File: src/rtl/sync_fifo_param.sv
// Parametrised single-clock FIFO with occupancy count, almost flags and sticky errors.
// Define SYNC_FIFO_FWFT_EN for first-word-fall-through reads; default is registered reads.
module sync_fifo_param #(
    parameter int WIDTH    = 16,
    parameter int DEPTH    = 16,
    parameter int AF_LEVEL = 14,
    parameter int AE_LEVEL = 2,
    localparam int AW      = $clog2(DEPTH)
) (
    input  logic             clk,
    input  logic             rst,
    input  logic             wr,
    input  logic [WIDTH-1:0] din,
    input  logic             rd,
    output logic [WIDTH-1:0] dout,
    output logic [AW-1:0]    wrptr,
    output logic [AW-1:0]    rdptr,
    output logic [AW:0]      count,
    output logic             full,
    output logic             empty,
    output logic             almost_full,
    output logic             almost_empty,
    output logic             overflow,
    output logic             underflow
);

    localparam logic [AW:0] DEPTH_C = DEPTH[AW:0];
    localparam logic [AW:0] AF_C    = AF_LEVEL[AW:0];
    localparam logic [AW:0] AE_C    = AE_LEVEL[AW:0];

    logic [WIDTH-1:0] mem [DEPTH];

    logic [AW-1:0] wrptr_q, wrptr_d;
    logic [AW-1:0] rdptr_q, rdptr_d;
    logic [AW:0]   count_q, count_d;
    logic          overflow_q, overflow_d;
    logic          underflow_q, underflow_d;

    logic wr_acc;
    logic rd_acc;

    assign full         = (count_q == DEPTH_C);
    assign empty        = (count_q == '0);
    assign almost_full  = (count_q >= AF_C);
    assign almost_empty = (count_q <= AE_C);

    // A full FIFO still accepts a write when a pop frees the slot on the same edge.
    assign wr_acc = wr && (!full || rd);
    assign rd_acc = rd && !empty;

    always_comb begin
        wrptr_d     = wrptr_q;
        rdptr_d     = rdptr_q;
        count_d     = count_q;
        overflow_d  = overflow_q;
        underflow_d = underflow_q;
        if (wr_acc) begin
            wrptr_d = wrptr_q + 1'b1;
        end
        if (rd_acc) begin
            rdptr_d = rdptr_q + 1'b1;
        end
        if (wr_acc && !rd_acc) begin
            count_d = count_q + 1'b1;
        end else if (rd_acc && !wr_acc) begin
            count_d = count_q - 1'b1;
        end
        if (wr && full && !rd) begin
            overflow_d = 1'b1;
        end
        if (rd && empty) begin
            underflow_d = 1'b1;
        end
    end

    always_ff @(posedge clk) begin
        if (rst) begin
            wrptr_q     <= '0;
            rdptr_q     <= '0;
            count_q     <= '0;
            overflow_q  <= 1'b0;
            underflow_q <= 1'b0;
        end else begin
            wrptr_q     <= wrptr_d;
            rdptr_q     <= rdptr_d;
            count_q     <= count_d;
            overflow_q  <= overflow_d;
            underflow_q <= underflow_d;
        end
    end

    // Storage is deliberately left uncleared by reset.
    always_ff @(posedge clk) begin
        if (!rst && wr_acc) begin
            mem[wrptr_q] <= din;
        end
    end

`ifdef SYNC_FIFO_FWFT_EN
    assign dout = empty ? '0 : mem[rdptr_q];
`else
    logic [WIDTH-1:0] dout_q;

    always_ff @(posedge clk) begin
        if (rst) begin
            dout_q <= '0;
        end else if (rd_acc) begin
            dout_q <= mem[rdptr_q];
        end
    end

    assign dout = dout_q;
`endif

    assign wrptr     = wrptr_q;
    assign rdptr     = rdptr_q;
    assign count     = count_q;
    assign overflow  = overflow_q;
    assign underflow = underflow_q;

endmodule

File: config.mk
export PLATFORM = sky130hd
export DESIGN_NAME = sync_fifo_param
export DESIGN_NICKNAME = d
export VERILOG_FILES = /design/src/rtl/sync_fifo_param.sv
export SDC_FILE = /design/constraint.sdc
export NUM_CORES = 1
export LEC_CHECK = 0
export CAP_MARGIN = 5
export CORE_ASPECT_RATIO = 1.1
export CORE_MARGIN = 5
export CORE_UTILIZATION = 60
export CTS_CLUSTER_DIAMETER = 150
export CTS_CLUSTER_SIZE = 8
export DETAILED_ROUTE_END_ITERATION = 10
export GPL_TIMING_DRIVEN = 0
export PLACE_DENSITY = 0.79
export SLEW_MARGIN = 5
export SYNTH_ARGS = -nofsm -noshare
export SYNTH_HDL_FRONTEND = slang
export SYNTH_SLANG_ARGS = --single-unit
File: constraint.sdc
create_clock -name clk -period 4.7 [get_ports clk]
set_clock_uncertainty 0.2 [all_clocks]
set_input_delay 1.175 -clock clk [delete_from_list [all_inputs] [get_ports clk]]
set_output_delay 1.175 -clock clk [all_outputs]
set_load 0.05 [all_outputs]
==> reports/results.txt, run 1 <==
DRT iter0 DRCs: 623
RSZ-0062 raised after global routing: no
first-pass GRT wire length: 38600 microns
top cell type's share of synthesized area: 68.7%
slowest cell on the critical path: clkdlybuf4s50_1
leakage power: 4.29 nW
final setup fails: 0
gr usage total: 23.6%
clock latency on the worst-skew pair: 500 ps
register area share after synthesis: 74.2%
post-synthesis register bit count: 287
Final WS setup: 770 ps
worst hold path class: reg2reg
max cap viols: 0
hold slack: 294 ps
Setup Buffers After CTS: 0
Ant. Diodes: 0
I/O Buffers: 53
largest cells by area after synthesis: edfxtp_1, mux4_2, mux2i_1
routed vias: 6245
critical path type: reg2out
CTS max path bufs: 3
htree depth: 2
Final Cell Area: 0.0134 sq mm
CTS tree: yes
clock buffer count from CTS: 41
Net Count, Synth: 647
multi-input logic area: 0.00270 sq mm
initial core utilization: 61.0%
Slew HR: 43.2%
total power: 7.22 mW
total wire length: 25300 microns
placed instance area: 0.0123 sq mm
gr ovfl total: 0
Synth area leader: edfxtp_1
Syn Inst Count: 617
pin count of the biggest net entering global routing: 17
dpl ws: 326 ps
Final Critical Period: 3930 ps
Cell Pwr Density: 537 mW/mm^2
CTS hold repair buffers: 0
Hold Fails Final Rpt: 0
RD Place Congestion: 0.816
Reg area: 0.00831 sq mm
chip height: 153 microns
actual slew at the worst max-slew pin: 848 ps
ratio of cells with drive above 1 in the final layout: 19.9%
CP arrival: 2550 ps
initial antenna violation count: 0
Worst Setup Start Kind: flop
syn avg cell area: 18.1 sq um
final core occ: 73.3%
Die Area: 0.0215 sq mm
vias in the first global route: 6502
Distinct cells, synth: 40
Setup crit end kind: output pin
outcome: complete, no violations
dpl hpwl: 15800 microns
Largest stage delay, worst path: 820 ps
IO Pins: 55
post-cts resize count: 0
fmax: 0.254 GHz
Tcrit/Tclk final: 83.6%
Die Wd: 140 microns
CP Data Required Time: 3320 ps
mapped cell area: 0.0112 sq mm
Vias per Instance: 6.31
largest vdd supply drop: 455 uV
crit path max fanout: 9
clock sinks: 287
drt drc: 0
nets: 759
DR WL/cell: 25.5 microns
FILL cells: 1044
Std-Cell Rows: 52
Finished Layout Cells: 990
Core Region: 0.0183 sq mm
Root Driver: clkbuf_16
crit-path cells: or4_1 > buf_2 > nor2_1 > clkdlybuf4s50_1
clk slew on worst S/H paths: 50 ps
max-slew violations: 0
Yosys warnings: 0
Layout area overhead: 20.1%
Pre-antenna DRT Iters: 5
post-route antenna net violation count: 0
Placed Instances: 929
setup TNS: 0 ps
[metal layers]
| metal | share of wire, % | routed length, microns | GRT usage, % |
|---|---|---|---|
| met1 | 38 | 9540 | 31.4 |
| met2 | 51 | 12900 | 39.5 |
| met3 | 9.0 | 2280 | 5.06 |
| met4 | 2.4 | 604 | 7.57 |
| met5 | 0 | 0 | 0 |
[logic make-up (layout without fill, tap and decap cells)]
family / Yosys count / in the layout / share of synthesized area, %
multiplexers: 100 / 100 / 12.5
buffers and inverters: 40 / 170 / 1.99
flip-flops: 287 / 287 / 74.2
AO/OA/AOI/OAI: 64 / 64 / 4.02
adder cells (fa/ha/maj): 10 / 10 / 1.18
AND/OR/NAND/NOR: 107 / 107 / 5.35
XOR/XNOR: 9 / 9 / 0.704
[cells in the mapped netlist (all sizes together)]
cell and instances:
edfxtp 256, mux2i 67, nor2 53, mux4 32, o22ai 32, dfxtp 31, buf 19, a22o 16
clkbuf 16, nor3 16, nor4 16, ha 9, nand2 7, a21oi 6, xor2 6, inv 4
o211ai 4, nand3b 3, xnor2 3, a21o 2, and3 2, nand3 2, nor2b 2, o21a 2
or3 2, or3b 2, a2111oi 1, clkinv 1, fa 1, mux2 1, nand2b 1, o31ai 1
or4 1
[critical path, delay by kind of cell (launching register included)]
kind,cells,cell delay (ps)
simple gates,2,680
buf+inv,2,1010
flops,1,370
[path summary, 6_finish.rpt]
path	startpoint	to	slack (ps)	cells after the start
worst max-delay path	count[0]$_SDFFE_PP0P_	empty	770	4
worst max register to register	count[0]$_SDFFE_PP0P_	count[4]$_SDFFE_PP0P_	1060	13
worst min register to register	overflow$_SDFFE_PP0P_	overflow$_SDFFE_PP0P_	290	2
worst min-delay path	overflow$_SDFFE_PP0P_	overflow$_SDFFE_PP0P_	290	2
[where the power goes]
part           internal (mW)  switching [mW]  total (mW)
logic                  0.628           0.997        1.62
registers               2.89          0.0840        2.98
clock network           1.65           0.970        2.62
total                   5.17            2.05        7.22
[cells in the final DEF (no fill, tap or decap), types with 5 or more instances in the layout]
master,instances
clkdlybuf4s50_1,53
buf_2,14
edfxtp_1,256
nor4_2,8
nand2_1,6
o22ai_1,32
clkbuf_1,33
dfxtp_1,31
a22o_1,16
buf_6,6
nor2_2,16
xor2_1,6
nor3_1,8
nor3_2,8
mux2i_1,67
buf_8,13
ha_1,9
a21oi_1,5
clkbuf_16,43
nor4_1,8
mux4_2,32
nor2_1,37
[sequential cells by signal (all words and copies together) (netlist names)]
name,count
mem,256
rdptr,4
dout,16
count,5
overflow,1
wrptr,4
underflow,1
[cell type report]
| class | instances | share of cell area [%] |
|---|---|---|
| Sequential cell | 287 | 61.8 |
| Multi-Input combinational cell | 290 | 20.1 |
| Clock buffer | 60 | 8.48 |
| Timing Repair Buffer | 69 | 5.65 |
| Tap cell | 243 | 2.26 |
| Buffer | 35 | 1.42 |
| Inverter | 5 | 0.233 |
| Clock inverter | 1 | 0.0651 |
Power figures use the tool's default switching activity.
==> run 2: changes to the inputs <==
CORE_UTILIZATION = 54   (was 60)
PLACE_DENSITY = 0.76   (was 0.79)
clock period = 3.6 ns   (was 4.7 ns; I/O delays follow)
==> run 2 against run 1 <==
Against the previous run: utilization is 7.6 points lower; largest power group unchanged; hold slack got worse by 7.9 ps; critical path depth up 8; critical path type is now reg2reg; sequential cell count did not move; critical endpoint is now count[4]$_SDFFE_PP0P_; die area increased by 10%; combinational power is 31% higher.
==> reports/results.txt, run 2 (synthesis gave the netlist of run 1 again) <==
dpl ws: -571 ps (-897 ps)
htree depth: 2 (unchanged)
Layout area overhead: 20.3%
initial core utilization: 54.6% (-6.4 points)
dpl hpwl: 16000 microns (+1.2%)
slowest cell on the critical path: or4_1
total power: 9.44 mW (+31%)
RD Place Congestion: 0.823 (+0.93%)
crit path launch: count[0]$_SDFFE_PP0P_
Cell Pwr Density: 701 mW/mm^2 (+31%)
initial antenna violation count: 0 (unchanged)
actual slew at the worst max-slew pin: 848 ps (+0.227 ps)
critical path type: reg2reg
Finished Layout Cells: 1000 (+1.0%)
clock sinks: 287 (unchanged)
Ant. Diodes: 0 (unchanged)
worst hold path class: reg2reg
Final Critical Period: 3420 ps
nets: 757 (-0.26%)
DRT iter0 DRCs: 546 (-12%)
Setup crit end kind: flop
Root Driver: clkbuf_16
post-route antenna net violation count: 0 (unchanged)
Hold Crit Depth: 2 (unchanged)
Setup Buffers After CTS: 0 (unchanged)
max cap viols: 0 (unchanged)
clock latency on the worst-skew pair: 520 ps (+20 ps)
Die Wd: 147 microns (+5.0%)
crit path max fanout: 18 (+9)
Vias per Instance: 6.20 (-1.7%)
CP Data Required Time: 3800 ps (+480 ps)
Worst Setup Start Kind: flop
HP Start: overflow$_SDFFE_PP0P_
first-pass GRT wire length: 38600 microns (about the same)
CTS tree: yes
Pre-antenna DRT Iters: 5 (unchanged)
Die Area: 0.0237 sq mm (+10%)
total wire length: 25500 microns (+0.71%)
DR WL/cell: 25.5 microns (-0.30%)
Hold Fails Final Rpt: 0 (unchanged)
Placed Instances: 942 (+1.4%)
reg-to-reg endpoint: count[4]$_SDFFE_PP0P_
crit-path cells: or4_1 > buf_6 > o21a_1 > buf_6 > clkinv_8 > ha_2 > inv_2 > fa_2 > a21o_1 > a21oi_2 > mux2i_1 > mux2_2
IO Pins: 55 (unchanged)
CTS max path bufs: 3 (unchanged)
routed vias: 6203 (-0.67%)
gr usage total: 21.7% (-1.9 points)
Top reg by flops: mem
outcome: complete, no violations
Largest stage delay, worst path: 540 ps (-280 ps)
chip height: 161 microns (+5.1%)
max-slew violations: 0 (unchanged)
gr ovfl total: 0 (unchanged)
Slew HR: 43.2% (about the same)
Core Region: 0.0205 sq mm (+12%)
leakage power: 4.28 nW (about the same)
cell count along the critical path: 12 (+8)
RSZ-0062 raised after global routing: no
Final WS setup: 179 ps (-591 ps)
I/O Buffers: 53 (unchanged)
CP top delay family: multiplexers
final setup fails: 0 (unchanged)
most frequent cells in the layout: edfxtp_1, mux2i_1, clkdlybuf4s50_1, clkbuf_16, nor2_1
ratio of cells with drive above 1 in the final layout: 20.7% (+0.75 points)
CP arrival: 3620 ps (+1070 ps)
most common cell after layout, fill and taps aside: edfxtp_1
pin count of the biggest net entering global routing: 17 (unchanged)
Tcrit/Tclk final: 95.0%
R2R depth: 12 (-1)
clk slew on worst S/H paths: 50 ps (about the same)
Hold EP: overflow$_SDFFE_PP0P_
max reg flops: 256 (unchanged)
Std-Cell Rows: 55 (+5.8%)
CP most frequent cell: buf_6
RR Startpoint: count[0]$_SDFFE_PP0P_
clock buffer count from CTS: 41 (unchanged)
Worst Path Buf+Inv: 4 (+2)
setup slack, reg-to-reg: 180 ps (-880 ps)
largest vdd supply drop: 280 uV (-39%)
vias in the first global route: 6589 (+1.3%)
CTS hold repair buffers: 0 (unchanged)
drt drc: 0 (unchanged)
fmax: 0.292 GHz
## run 2: tightest hold or removal path, cell delays in order (launching register included)
cell and delay [ps]:
dfxtp_1 330, a21oi_1 50, nor2_1 70
## run 2: routing by layer
metal	wire length (microns)	vias to the layer above	track usage, %
met1	9650	3143	27.8
li1	-	2679	-
met2	12900	314	37.0
met5	0	-	0
met3	2050	67	4.57
met4	831	0	8.01
## run 2: timing repair
action | 4_1_cts | 5_1_grt
gates cloned | 0 | 0
endpoints found under the setup margin | 3 | 1
resized for setup | 5 | 7
hold endpoints to repair | 0 | 0
## run 2: report_power, final
| part | switching [mW] | leakage (nW) | internal [mW] |
|---|---|---|---|
| sequential | 0.117 | 2.56 | 3.78 |
| clock | 1.27 | 0.553 | 2.15 |
| combinational | 1.31 | 1.17 | 0.814 |
## run 2: worst max path at each step
stage / end / slack, ps
6_report: count[4]$_SDFFE_PP0P_ / 180
3_3_place_gp: mem[6][2]$_DFFE_PP_ / -660
2_1_floorplan: count[4]$_SDFFE_PP0P_ / 30
5_1_grt: count[4]$_SDFFE_PP0P_ / 60
4_1_cts: count[4]$_SDFFE_PP0P_ / 2
3_5_place_dp: count[4]$_SDFFE_PP0P_ / -570
## run 2: cell type report
cell class,instances,area (sq um)
Clock inverter,1,8.76
Inverter,5,31.3
Timing Repair Buffer,69,768
Tap cell,256,320
Multi-Input combinational cell,290,2710
Clock buffer,59,1140
Sequential cell,287,8310
Buffer,33,174
Fill cell,1283,7040
## run 2: through the flow
step | util, % | setup TNS, ps | hold slack [ps] | area [sq um]
after floorplan | - | 0 | 499 | 11200
after global placement | 58.7 | -127590 | 246 | 12000
after detailed placement | 60.1 | -726 | 270 | 12300
after CTS | 65.7 | 0 | 284 | 13500
after global routing | 65.7 | 0 | 309 | 13500
final | 65.7 | 0 | 286 | 13500
==> run 3: changes to the inputs <==
CAP_MARGIN = not set   (was 5)
REMOVE_ABC_BUFFERS = 1   (was not set)
==> run 3 against run 2 <==
Against the previous run: power shrank 0.49%; sequential power grew 2%; first-iteration DRC count grew 11%; global-route usage shrank 0.45 points; final area is essentially flat; hold slack lost 2.9 ps; highest routed layer unchanged; critical path depth shrank 2; clock power is essentially flat; cell count shrank 1.1%.
==> reports/results.txt, run 3 (synthesis gave the netlist of run 1 again) <==
Vias per Instance: 6.23 (+0.48%)
CTS max path bufs: 3 (unchanged)
FILL cells: 1315 (+2.5%)
dpl ws: -1320 ps (-749 ps)
clock latency on the worst-skew pair: 500 ps (-20 ps)
I/O Buffers: 54 (+1.9%)
initial core utilization: 54.6% (unchanged)
drt drc: 0 (unchanged)
ratio of cells with drive above 1 in the final layout: 19.4% (-1.3 points)
worst hold path class: reg2reg
Slew HR: 24.4% (-19 points)
Layout area overhead: 20.3% (about the same)
initial antenna violation count: 0 (unchanged)
routed vias: 6164 (-0.63%)
Root Driver: clkbuf_16
Final WS setup: 95.4 ps (-83.8 ps)
most common cell after layout, fill and taps aside: edfxtp_1
multi-input logic area: 0.00272 sq mm (+0.23%)
final setup fails: 0 (unchanged)
Core Region: 0.0205 sq mm (unchanged)
DRT iter0 DRCs: 608 (+11%)
Cell Pwr Density: 697 mW/mm^2 (-0.50%)
critical path type: reg2reg
first-pass GRT wire length: 37300 microns (-3.5%)
CP arrival: 3690 ps (+70 ps)
CP Data Required Time: 3790 ps (about the same)
Die Area: 0.0237 sq mm (unchanged)
Finished Layout Cells: 989 (-1.1%)
crit path max fanout: 18 (unchanged)
clock buffer count from CTS: 41 (unchanged)
pin count of the biggest net entering global routing: 41 (+24)
leakage power: 4.26 nW (-0.51%)
htree depth: 2 (unchanged)
Std-Cell Rows: 55 (unchanged)
Setup crit end kind: flop
Tcrit/Tclk final: 97.4% (+2.3 points)
total power: 9.39 mW (-0.49%)
RSZ-0062 raised after global routing: no
max cap viols: 0 (unchanged)
post-route antenna net violation count: 0 (unchanged)
outcome: complete, no violations
vias in the first global route: 6215 (-5.7%)
final core occ: 65.7% (about the same)
Ant. Diodes: 0 (unchanged)
total wire length: 25300 microns (-0.73%)
max-slew violations: 0 (unchanged)
IO Pins: 55 (unchanged)
fmax: 0.285 GHz (-2.4%)
largest vdd supply drop: 352 uV (+26%)
Hold Fails Final Rpt: 0 (unchanged)
CTS tree: yes
actual slew at the worst max-slew pin: 1130 ps (+282 ps)
nets: 733 (-3.2%)
gr ovfl total: 0 (unchanged)
dpl hpwl: 14300 microns (-11%)
most frequent cells in the layout: edfxtp_1, mux2i_1, clkdlybuf4s50_1, clkbuf_16, nor2_1
Worst Setup Start Kind: flop
max reg flops: 256 (unchanged)
RD Place Congestion: 0.773 (-6.1%)
gr usage total: 21.2% (-0.45 points)
clk slew on worst S/H paths: 50 ps (about the same)
Placed Instances: 912 (-3.2%)
Die Wd: 147 microns (unchanged)
hold slack: 283 ps (-2.85 ps)
CTS hold repair buffers: 0 (unchanged)
Top reg by flops: mem
Reg area: 0.00832 sq mm (about the same)
Final Critical Period: 3500 ps (+83.8 ps)
clock sinks: 287 (unchanged)
chip height: 161 microns (unchanged)
DR WL/cell: 25.5 microns (+0.38%)
Pre-antenna DRT Iters: 5 (unchanged)
[run 3: changes by cell type in the layout (fill, tap and decap cells not counted), sizes merged]
cell           previous run  this run
clkbuf                   74        73
dlygate4sd2               2         3
buf                      34        25
dlymetal6s2s              0         1
inv                       5         4
clkdlybuf4s50            51        49
[run 3: worst max-delay path, stage by stage (launching register included)]
cell and delay [ps]:
dfxtp_1 370, or4_4 630, o21a_4 270, clkinv_8 140, ha_1 190, inv_1 100
fa_1 420, a21o_1 190, a21oi_1 240, mux2i_1 260, mux2_2 350
[run 3: worst paths after layout]
path / end / depth (start not counted) / slack (ps) / from
worst min-delay path: underflow$_SDFFE_PP0P_ / 2 / 280 / underflow$_SDFFE_PP0P_
worst min register to register: underflow$_SDFFE_PP0P_ / 2 / 280 / underflow$_SDFFE_PP0P_
worst max register to register: count[4]$_SDFFE_PP0P_ / 10 / 100 / count[0]$_SDFFE_PP0P_
worst max-delay path: count[4]$_SDFFE_PP0P_ / 10 / 100 / count[0]$_SDFFE_PP0P_
[run 3: per-layer routing]
layer	track usage [%]	routed length, microns	vias up
met1	27.2	9480	3123
li1	-	-	2648
met5	0	0	-
met3	5.22	2240	76
met4	7.88	994	0
met2	35.6	12500	317
[run 3: cell type report]
cell class / count / share of cell area (%)
Clock buffer: 73 / 8.51
Inverter: 5 / 0.232
Multi-Input combinational cell: 290 / 20.2
Sequential cell: 287 / 61.7
Tap cell: 256 / 2.38
Timing Repair Buffer: 78 / 6.94
[run 3: per-stage QoR]
stage | area [sq um] | setup TNS (ps)
floorplan | 11000 | -20180
global placement | 11900 | -430980
detailed placement | 12300 | -6730
CTS | 13400 | 0
global route | 13500 | 0
finish | 13500 | 0
[run 3: timing repair]
| item | CTS | global route |
|---|---|---|
| endpoints found under the setup margin | 6 | 3 |
| buffers inserted | 0 | 4 |
| gates resized for setup | 6 | 1 |
[run 3: where the power goes]
group | switching, mW | internal [mW] | total (mW)
Combinational | 1.24 | 0.793 | 2.03
Sequential | 0.188 | 3.78 | 3.97
Clock | 1.27 | 2.12 | 3.39
Total | 2.70 | 6.70 | 9.39
